## config.mk

```make
export PLATFORM = sky130hd
export DESIGN_NAME = adc_acq_sequencer
export DESIGN_NICKNAME = d
export VERILOG_FILES = /design/src/rtl/adc_acq_pkg.sv /design/src/rtl/adc_acq_out_reg.sv /design/src/rtl/adc_acq_sequencer.sv
export SDC_FILE = /design/constraint.sdc
export NUM_CORES = 1
export LEC_CHECK = 0
export CORE_ASPECT_RATIO = 1.25
export CORE_MARGIN = 3
export CORE_UTILIZATION = 55
export DETAILED_ROUTE_END_ITERATION = 8
export GPL_TIMING_DRIVEN = 0
export PLACE_DENSITY = 0.8
export SYNTH_ARGS = -nofsm -noshare
export SYNTH_HDL_FRONTEND = slang
export SYNTH_HIERARCHICAL = 1
export SYNTH_SLANG_ARGS = --single-unit
```

## constraint.sdc

```tcl
create_clock -name clk -period 4.8 [get_ports clk]
set_clock_uncertainty 0.15 [all_clocks]
set_input_delay 0.48 -clock clk [delete_from_list [all_inputs] [get_ports clk]]
set_output_delay 0.48 -clock clk [all_outputs]
set_load 0.03 [all_outputs]
```

## src/rtl/adc_acq_pkg.sv

```systemverilog
// Shared types and constants for the ADC acquisition sequencer.
package adc_acq_pkg;

    localparam int SAMPLE_W           = 16;
    localparam int SEQ_W              = 16;
    localparam int CNT_W              = 16;
    localparam int DATA_W             = SEQ_W + SAMPLE_W;
    localparam int DEFAULT_MIN_PERIOD = 25;
    localparam int DEFAULT_TIMEOUT    = 255;

    typedef enum logic [2:0] {
        IDLE,
        TRIG,
        WAIT_DATA,
        GAP,
        DONE
    } acq_state_t;

    function automatic logic [CNT_W-1:0] sat_inc(input logic [CNT_W-1:0] v);
        return (v == '1) ? v : v + 1'b1;
    endfunction

endpackage

```

## src/rtl/adc_acq_out_reg.sv

```systemverilog
// Single-entry valid/ready output register; a load that finds the entry
// occupied and not draining is dropped and latches the sticky overrun flag.
module adc_acq_out_reg
    import adc_acq_pkg::*;
(
    input  logic              clk,
    input  logic              reset_n,
    input  logic              clear_flags,
    input  logic              load,
    input  logic [DATA_W-1:0] load_data,
    input  logic              ready,
    output logic [DATA_W-1:0] data,
    output logic              valid,
    output logic              overrun
);

    logic [DATA_W-1:0] data_q, data_d;
    logic              valid_q, valid_d;
    logic              overrun_q, overrun_d;

    always_comb begin
        data_d    = data_q;
        valid_d   = valid_q;
        overrun_d = overrun_q;
        if (valid_q && ready) begin
            valid_d = 1'b0;
        end
        // A word leaving in the same cycle frees the slot for the new one.
        if (load) begin
            if (!valid_q || ready) begin
                data_d  = load_data;
                valid_d = 1'b1;
            end else begin
                overrun_d = 1'b1;
            end
        end
        if (clear_flags) begin
            overrun_d = 1'b0;
        end
    end

    always_ff @(posedge clk) begin
        if (!reset_n) begin
            data_q    <= '0;
            valid_q   <= 1'b0;
            overrun_q <= 1'b0;
        end else begin
            data_q    <= data_d;
            valid_q   <= valid_d;
            overrun_q <= overrun_d;
        end
    end

    assign data    = data_q;
    assign valid   = valid_q;
    assign overrun = overrun_q;

endmodule

```

## src/rtl/adc_acq_sequencer.sv

```systemverilog
// Acquisition sequencer: paces AD7985 conversion triggers, tags each result
// with a sequence number and hands it to the output register.
module adc_acq_sequencer
    import adc_acq_pkg::*;
#(
    parameter int               MIN_PERIOD = DEFAULT_MIN_PERIOD,
    parameter int               TIMEOUT    = DEFAULT_TIMEOUT,
    parameter logic [SEQ_W-1:0] SEQ_INIT   = '0
) (
    input  logic                clk,
    input  logic                reset_n,
    input  logic                iAcqStart,
    input  logic                iAcqStop,
    input  logic [CNT_W-1:0]    iSamplePeriod,
    input  logic [CNT_W-1:0]    iSampleCount,
    output logic                oAdcStart,
    input  logic [SAMPLE_W-1:0] iAdcData,
    input  logic                iAdcData_en,
    output logic [DATA_W-1:0]   oData,
    output logic                oDataValid,
    input  logic                iDataReady,
    output logic                oBusy,
    output logic                oDone,
    output logic                oOverrun,
    output logic                oTimeout
);

    localparam logic [CNT_W-1:0] MIN_PERIOD_C = CNT_W'(MIN_PERIOD);
    localparam logic [CNT_W-1:0] TIMEOUT_C    = CNT_W'(TIMEOUT);

    acq_state_t       state_q, state_d;
    logic [CNT_W-1:0] period_q, period_d;
    logic [CNT_W-1:0] count_q, count_d;
    logic [CNT_W-1:0] period_cnt_q, period_cnt_d;
    logic [CNT_W-1:0] timeout_cnt_q, timeout_cnt_d;
    logic [CNT_W-1:0] sample_cnt_q, sample_cnt_d;
    logic [SEQ_W-1:0] seq_q, seq_d;
    logic             stop_q, stop_d;
    logic             timeout_q, timeout_d;
    logic             run_start;
    logic             capture;
    logic             taken;
    logic             last_sample;

    assign last_sample = (count_q != '0) && (sample_cnt_q == count_q);

    always_comb begin
        state_d       = state_q;
        period_d      = period_q;
        count_d       = count_q;
        period_cnt_d  = sat_inc(period_cnt_q);
        timeout_cnt_d = sat_inc(timeout_cnt_q);
        sample_cnt_d  = sample_cnt_q;
        seq_d         = seq_q;
        stop_d        = stop_q;
        timeout_d     = timeout_q;
        run_start     = 1'b0;
        capture       = 1'b0;
        taken         = 1'b0;

        if (iAcqStop && (state_q != IDLE)) begin
            stop_d = 1'b1;
        end

        case (state_q)
            IDLE: begin
                if (iAcqStart) begin
                    period_d     = (iSamplePeriod < MIN_PERIOD_C) ? MIN_PERIOD_C : iSamplePeriod;
                    count_d      = iSampleCount;
                    seq_d        = SEQ_INIT;
                    sample_cnt_d = '0;
                    timeout_d    = 1'b0;
                    stop_d       = 1'b0;
                    run_start    = 1'b1;
                    state_d      = TRIG;
                end
            end
            TRIG: begin
                state_d = WAIT_DATA;
            end
            WAIT_DATA: begin
                if (iAdcData_en) begin
                    capture = 1'b1;
                    taken   = 1'b1;
                end else if (timeout_cnt_q >= TIMEOUT_C) begin
                    timeout_d = 1'b1;
                    taken     = 1'b1;
                end
                // Lost samples still consume a sequence number.
                if (taken) begin
                    seq_d        = seq_q + 1'b1;
                    sample_cnt_d = sat_inc(sample_cnt_q);
                    state_d      = GAP;
                end
            end
            GAP: begin
                if (period_cnt_q >= period_q - 1'b1) begin
                    state_d = (last_sample || stop_q || iAcqStop) ? DONE : TRIG;
                end
            end
            DONE: begin
                stop_d  = 1'b0;
                state_d = IDLE;
            end
            default: begin
                state_d = IDLE;
            end
        endcase

        // Both counters read 0 during the trigger cycle itself.
        if (state_d == TRIG) begin
            period_cnt_d  = '0;
            timeout_cnt_d = '0;
        end
    end

    always_ff @(posedge clk) begin
        if (!reset_n) begin
            state_q       <= IDLE;
            period_q      <= '0;
            count_q       <= '0;
            period_cnt_q  <= '0;
            timeout_cnt_q <= '0;
            sample_cnt_q  <= '0;
            seq_q         <= '0;
            stop_q        <= 1'b0;
            timeout_q     <= 1'b0;
        end else begin
            state_q       <= state_d;
            period_q      <= period_d;
            count_q       <= count_d;
            period_cnt_q  <= period_cnt_d;
            timeout_cnt_q <= timeout_cnt_d;
            sample_cnt_q  <= sample_cnt_d;
            seq_q         <= seq_d;
            stop_q        <= stop_d;
            timeout_q     <= timeout_d;
        end
    end

    adc_acq_out_reg u_out_reg (
        .clk         (clk),
        .reset_n     (reset_n),
        .clear_flags (run_start),
        .load        (capture),
        .load_data   ({seq_q, iAdcData}),
        .ready       (iDataReady),
        .data        (oData),
        .valid       (oDataValid),
        .overrun     (oOverrun)
    );

    assign oAdcStart = (state_q == TRIG);
    assign oBusy     = (state_q != IDLE);
    assign oDone     = (state_q == DONE);
    assign oTimeout  = timeout_q;

endmodule

```

==> results.ini, run 1 <==
[outcome]
outcome=completed

[clock_tree]
path_clk_slew_ns=0.06
cts_hold_buf=0
clockRootBuffer=clkbuf_16
clk_latency_ns=0.42
post_cts_resized=0
clockBufferDepth=2
cts_setup_buffers=0
clkSinkCount=135
cts_tree=built
numCtsBuffers=17
htree_levels=4

[drt]
route.vias.total=5959
first_pass_iters=5
vias_per_cell=5.697
wl_per_cell_um=16.25
routed_wl_um=17000
final_antenna_net_count=0
first_iter_violations=374
drc=0

[worst_setup_path]
path_cells=nor3_1 > nand2b_1 > nor4_1 > nand2_1 > nor3_1 > xnor2_1 > ha_1 > nand4_1 > a2111oi_0 > a41oi_1 > a32oi_2 > buf_2 > a22oi_1
arrival_ns=4.65
critPathMaxFanout=10
cpMaxStageDelayCell=a2111oi_0
max_stage_delay_ns=0.83
worstSetupStartpointType=flip-flop
crit_path_end_kind=flip-flop
worstSetupPathType=flip-flop to flip-flop
critical_path_buf_inv_count=1
crit_path_frequent_cell=nor3_1
crit_family=simple AND/OR/NAND/NOR gates
required_ns=4.92

[yosys]
synth_area_um2=6623
yosysUniqueCellTypes=57
synth_top_area_cell=dfxtp_1
ys_warn_count=6
ys.flop_type=dfxtp_1
synth_cells=763
yosysSeqAreaShare_pct=40.81
synth_seq_cells=135
ys_top_cells_by_area=dfxtp_1 (41%), nand2_1 (7.9%), mux2i_1 (5.9%), xnor2_1 (5.7%), a21oi_1 (4.9%)
ys_async_sr_fraction_pct=0
synth_edf_count=0
synth_top_area_share_pct=40.81
post_synth.cell_area_avg_um2=8.680
synthesis.nets=838

[floorplanning]
num_io_pins=92
die_area_um2=13400
die-width_um=104.1
core-area_um2=11670
rows=44
die_h_um=128.7
initial_core_util_pct=56.74

[timing]
slew_headroom_pct=37.31
hold_ws_ns=0.2652
hold_violations=0
setup_viol=0
timing.final.max_slew_violations=0
rsz0062_at_grt=no
worst_pin_slew_ns=0.9332
final.setup.tns_ns=0
fin_crit_sh_pct=94.39
max_freq_mhz=220.7
min_period_ns=4.531

[pwr]
p_leak_nw=3.064
p_total_mw=3.113
power_density_nw_per_um2=370.3
irDropWorstVdd_v=0.0002476

[grt]
grt_pass1_vias=6034
gr-total-overflow=0
antenna_found_initial=0
track_usage_pct=25.98
grt_pass1_wl_um=28430
grt_max_degree=17

[run]
cap_viol_max_count=0

[placement]
place_congestion=0.8524
dp_hpwl_um=12540
numPortBuffers=90
dp.cells=1014

[worst_hold_path]
hold_class=primary input to flip-flop

[cells_and_area]
fin_util_pct=72.03
nets=947
final_cell_mix=nand2_1 (140), dfxtp_1 (135), clkdlybuf4s50_1 (90), a21oi_1 (65), nor2_1 (52)
fin_cells=1046
syn_to_final_growth_pct=26.94
layout_commonest_cell=nand2_1
layout-drive-gt1-share_pct=7.571
n_fill_cell=881
n_antenna_cell=0

## cell families (layout without fill, tap and decap cells)
logic type / after synthesis / after routing / synth area share, %
multiplexers: 39 / 39 / 5.895
XOR/XNOR: 75 / 75 / 9.919
adder cells (fa/ha/maj): 21 / 21 / 3.967
flip-flops: 135 / 135 / 40.81
AND/OR/NAND/NOR: 326 / 326 / 24.03
AO/OA/AOI/OAI: 117 / 117 / 11.34
buffers and inverters: 50 / 172 / 4.043
## worst paths after layout
| check | from | endpoint | slack, ns | cells past startpoint |
|---|---|---|---|---|
| worst min-delay path | reset_n | u_out_reg/data[24] | 0.27 | 3 |
| worst min register to register | u_out_reg/data[8] | u_out_reg/data[8] | 0.31 | 2 |
| worst max register to register | period_q[0] | timeout_cnt_q[15] | 0.27 | 13 |
| worst max-delay path | period_q[0] | timeout_cnt_q[15] | 0.27 | 13 |
## tightest hold or removal path, stage by stage
cell and delay [ns]:
buf_2 0.16, nand2_1 0.08, mux2i_1 0.06
## per-stage QoR
stage                     cell area [um2]  setup slack (ns)
after floorplan                      6623             1.418
after global placement               7725            0.4937
after detailed placement             7725            0.3911
after CTS                            8407            0.3424
after global routing                 8407           0.07267
final                                8407            0.2691
## flip-flops by register name, indices dropped and copies added, names as in the netlist
name               cells
u_out_reg/data        32
count_q               16
period_cnt_q          16
period_q              16
sample_cnt_q          16
seq_q                 16
timeout_cnt_q         16
state_q                3
oTimeout               1
stop_q                 1
u_out_reg/overrun      1
u_out_reg/valid        1
## power by group
part | switching, mW | total, mW | leakage, nW | internal [mW]
clock network | 0.473 | 1.50 | 0.334 | 1.03
logic | 0.231 | 0.411 | 1.63 | 0.180
registers | 0.0402 | 1.20 | 1.09 | 1.16
## layout make-up
type                            count  area (um2)  area share, %
Sequential cell                   135        2703          32.15
Buffer                             34       207.7          2.471
Clock buffer                       24       491.7          5.849
Inverter                           16       60.06         0.7144
Tap cell                          161       201.4          2.396
Clock inverter                      8       190.2          2.262
Multi-Input combinational cell    578        3652          43.44
Timing Repair Buffer               90       900.9          10.72
## cells in the mapped netlist, types with 3 or more instances
cell type / count
o21a_1: 3
nor3_1: 18
and4_1: 7
nand4_1: 15
nand3_1: 37
o221a_2: 3
dfxtp_1: 135
buf_12: 3
nor4b_2: 3
a22o_1: 7
and3_1: 9
nor3b_1: 4
or3_1: 6
nor2_1: 52
nand2_1: 140
clkbuf_1: 14
a21oi_1: 65
nand3b_1: 4
buf_2: 13
xor2_1: 32
nor4_1: 13
nor4_2: 3
nand2b_1: 4
inv_1: 16
xnor2_1: 43
mux2i_1: 39
o21ai_0: 13
ha_1: 21
## layer usage
layer | share of wire (%) | GRT usage (%)
met1 | 41 | 29.37
met2 | 52 | 47.72
met3 | 4.6 | 5.218
met4 | 3.0 | 11.19
met5 | 0 | 0
No activity file was read; power rests on OpenSTA's default activity.
==> run 2, diff against run 1 <==
--- a/config.mk
+++ b/config.mk
@@ -6,11 +6,12 @@
 export NUM_CORES = 1
 export LEC_CHECK = 0
 export CORE_ASPECT_RATIO = 1.25
-export CORE_MARGIN = 3
+export CORE_MARGIN = 2
 export CORE_UTILIZATION = 55
 export DETAILED_ROUTE_END_ITERATION = 8
 export GPL_TIMING_DRIVEN = 0
 export PLACE_DENSITY = 0.8
+export SETUP_SLACK_MARGIN = 0.3
 export SYNTH_ARGS = -nofsm -noshare
 export SYNTH_HDL_FRONTEND = slang
 export SYNTH_HIERARCHICAL = 1
==> run 2 against run 1 <==
  * Utilization down 0.65 points
  * Sequential cell count is the same
  * Final cell count stayed put
  * Sequential power hardly changed
  * Combinational power is 1% higher
  * Clock-buffer cell count unchanged
==> results.ini, run 2 (synthesis gave the netlist of run 1 again) <==
[drt]
route.vias.total=6027  ; +1.1%
first_iter_violations=332  ; -11%
final_antenna_net_count=0  ; unchanged
first_pass_iters=5  ; unchanged
wl_per_cell_um=16.19  ; -0.35%
drc=0  ; unchanged
vias_per_cell=5.762  ; +1.1%
routed_wl_um=16940  ; -0.35%

[floorplanning]
die-width_um=102.1  ; -1.9%
num_io_pins=92  ; unchanged
initial_core_util_pct=56.74  ; unchanged
rows=44  ; unchanged
die_area_um2=12940  ; -3.4%
die_h_um=126.7  ; -1.6%
core-area_um2=11670  ; unchanged

[pwr]
power_density_nw_per_um2=352.7  ; -4.8%
p_leak_nw=3.019  ; -1.5%
irDropWorstVdd_v=0.0001965  ; -21%

[worst_setup_path]
arrival_ns=4.11  ; -0.54 ns
required_ns=4.92  ; about the same
worstSetupStartpointType=flip-flop
path_cells=inv_1 > ha_1 > nor3b_1 > nand2_1 > nor2_1 > nand2_1 > nor4_1 > xnor2_1 > ha_1 > nand4_1 > a2111oi_2 > a41oi_1 > a32oi_2 > buf_2 > a22oi_1
worstSetupPathType=flip-flop to flip-flop
max_stage_delay_ns=0.50  ; -0.33 ns
cpMaxStageDelayCell=a2111oi_2
crit_path_end_kind=flip-flop
critPathMaxFanout=10  ; unchanged

[cells_and_area]
layout_commonest_cell=nand2_1
fin_util_pct=71.38  ; -0.65 points
largest_register_ffs=32  ; unchanged
nets=947  ; unchanged
layout-drive-gt1-share_pct=7.571  ; unchanged
syn_to_final_growth_pct=25.79
n_fill_cell=916  ; +4.0%
n_antenna_cell=0  ; unchanged
final_cell_mix=nand2_1 (140), dfxtp_1 (135), clkdlybuf4s50_1 (90), a21oi_1 (65), nor2_1 (52)

[clock_tree]
htree_levels=4  ; unchanged
numCtsBuffers=17  ; unchanged
clockBufferDepth=2  ; unchanged
path_clk_slew_ns=0.06  ; about the same
clk_latency_ns=0.42  ; about the same
clockRootBuffer=clkbuf_16
cts_setup_buffers=0  ; unchanged
clkSinkCount=135  ; unchanged
cts_tree=built

[grt]
gr-total-overflow=0  ; unchanged
grt_pass1_vias=6076  ; +0.70%
grt_pass1_wl_um=28150  ; -1.0%
track_usage_pct=27.46  ; +1.5 points
grt_max_degree=17  ; unchanged
antenna_found_initial=0  ; unchanged

[placement]
place_congestion=0.8932  ; +4.8%
dp_hpwl_um=12460  ; -0.65%
numPortBuffers=90  ; unchanged

[timing]
timing.final.max_slew_violations=0  ; unchanged
worst_pin_slew_ns=0.9445  ; +0.01123 ns
slew_headroom_pct=36.80  ; -0.50 points
rsz0062_at_grt=no
setup_viol=0  ; unchanged
hold_violations=0  ; unchanged
max_freq_mhz=251.1  ; +14%
fin_crit_sh_pct=82.98  ; -11 points
final.setup.tns_ns=0  ; unchanged
min_period_ns=3.983  ; -0.5476 ns

[outcome]
outcome=completed

[worst_hold_path]
hold_class=primary input to flip-flop

[run]
cap_viol_max_count=0  ; unchanged

[run 2: through the flow]
step / instances / hold WS [ns] / power (mW) / cell area [um2] / worst slack [ns]
final: 1046 / 0.2618 / 2.938 / 8330 / 0.8167
after floorplan: 763 / 0.2946 / 1.482 / 6623 / 1.418
after global placement: 1014 / 0.2927 / 1.607 / 7725 / 0.5144
after global routing: 1046 / 0.2795 / 3.036 / 8330 / 0.5126
after detailed placement: 1014 / 0.2970 / 1.627 / 7725 / 0.3945
after CTS: 1046 / 0.2545 / 2.937 / 8318 / 0.3693
[run 2: cell type report]
class / count / area [um2] / area share, %
Buffer: 34 / 207.7 / 2.493
Clock buffer: 24 / 471.7 / 5.662
Clock inverter: 8 / 121.4 / 1.457
Inverter: 16 / 60.06 / 0.7209
Multi-Input combinational cell: 578 / 3665 / 43.99
Sequential cell: 135 / 2703 / 32.44
Tap cell: 161 / 201.4 / 2.418
Timing Repair Buffer: 90 / 900.9 / 10.81
[run 2: repair_timing]
| item | in CTS | in global routing |
|---|---|---|
| hold buffers | 0 | 0 |
| gates resized for setup | 0 | 3 |
| endpoints found under the setup margin | 0 | 33 |
[run 2: critical path, delay by kind of cell (launching register included)]
family / cells / cell delay (ns)
AOI/OAI and AO/OA: 4 / 1.15
xor gates and xnor gates: 1 / 0.12
adders and majority gates: 2 / 0.51
buffers and inverters: 2 / 0.36
DFF: 1 / 0.33
and+or+nand+nor: 6 / 1.21
[run 2: power breakdown]
| group | internal, mW | switching [mW] | total (mW) |
|---|---|---|---|
| sequential | 1.16 | 0.0406 | 1.20 |
| clock | 0.842 | 0.479 | 1.32 |
| combinational | 0.182 | 0.234 | 0.416 |
[run 2: per-layer routing]
metal	share of wire (%)	track usage (%)	vias to the layer above
li1	-	-	2892
met1	39	31.07	2889
met2	52	48.30	196
met3	5.3	5.234	50
met4	3.7	14.12	0
met5	0	0	-
[run 2: final timing paths]
kind / start / endpoint / slack (ns) / depth (start not counted)
max reg2reg: period_q[0] / timeout_cnt_q[15] / 0.82 / 15
min reg2reg: u_out_reg/data[29] / u_out_reg/data[29] / 0.30 / 2
min: reset_n / u_out_reg/data[24] / 0.26 / 3
max: period_q[0] / timeout_cnt_q[15] / 0.82 / 15
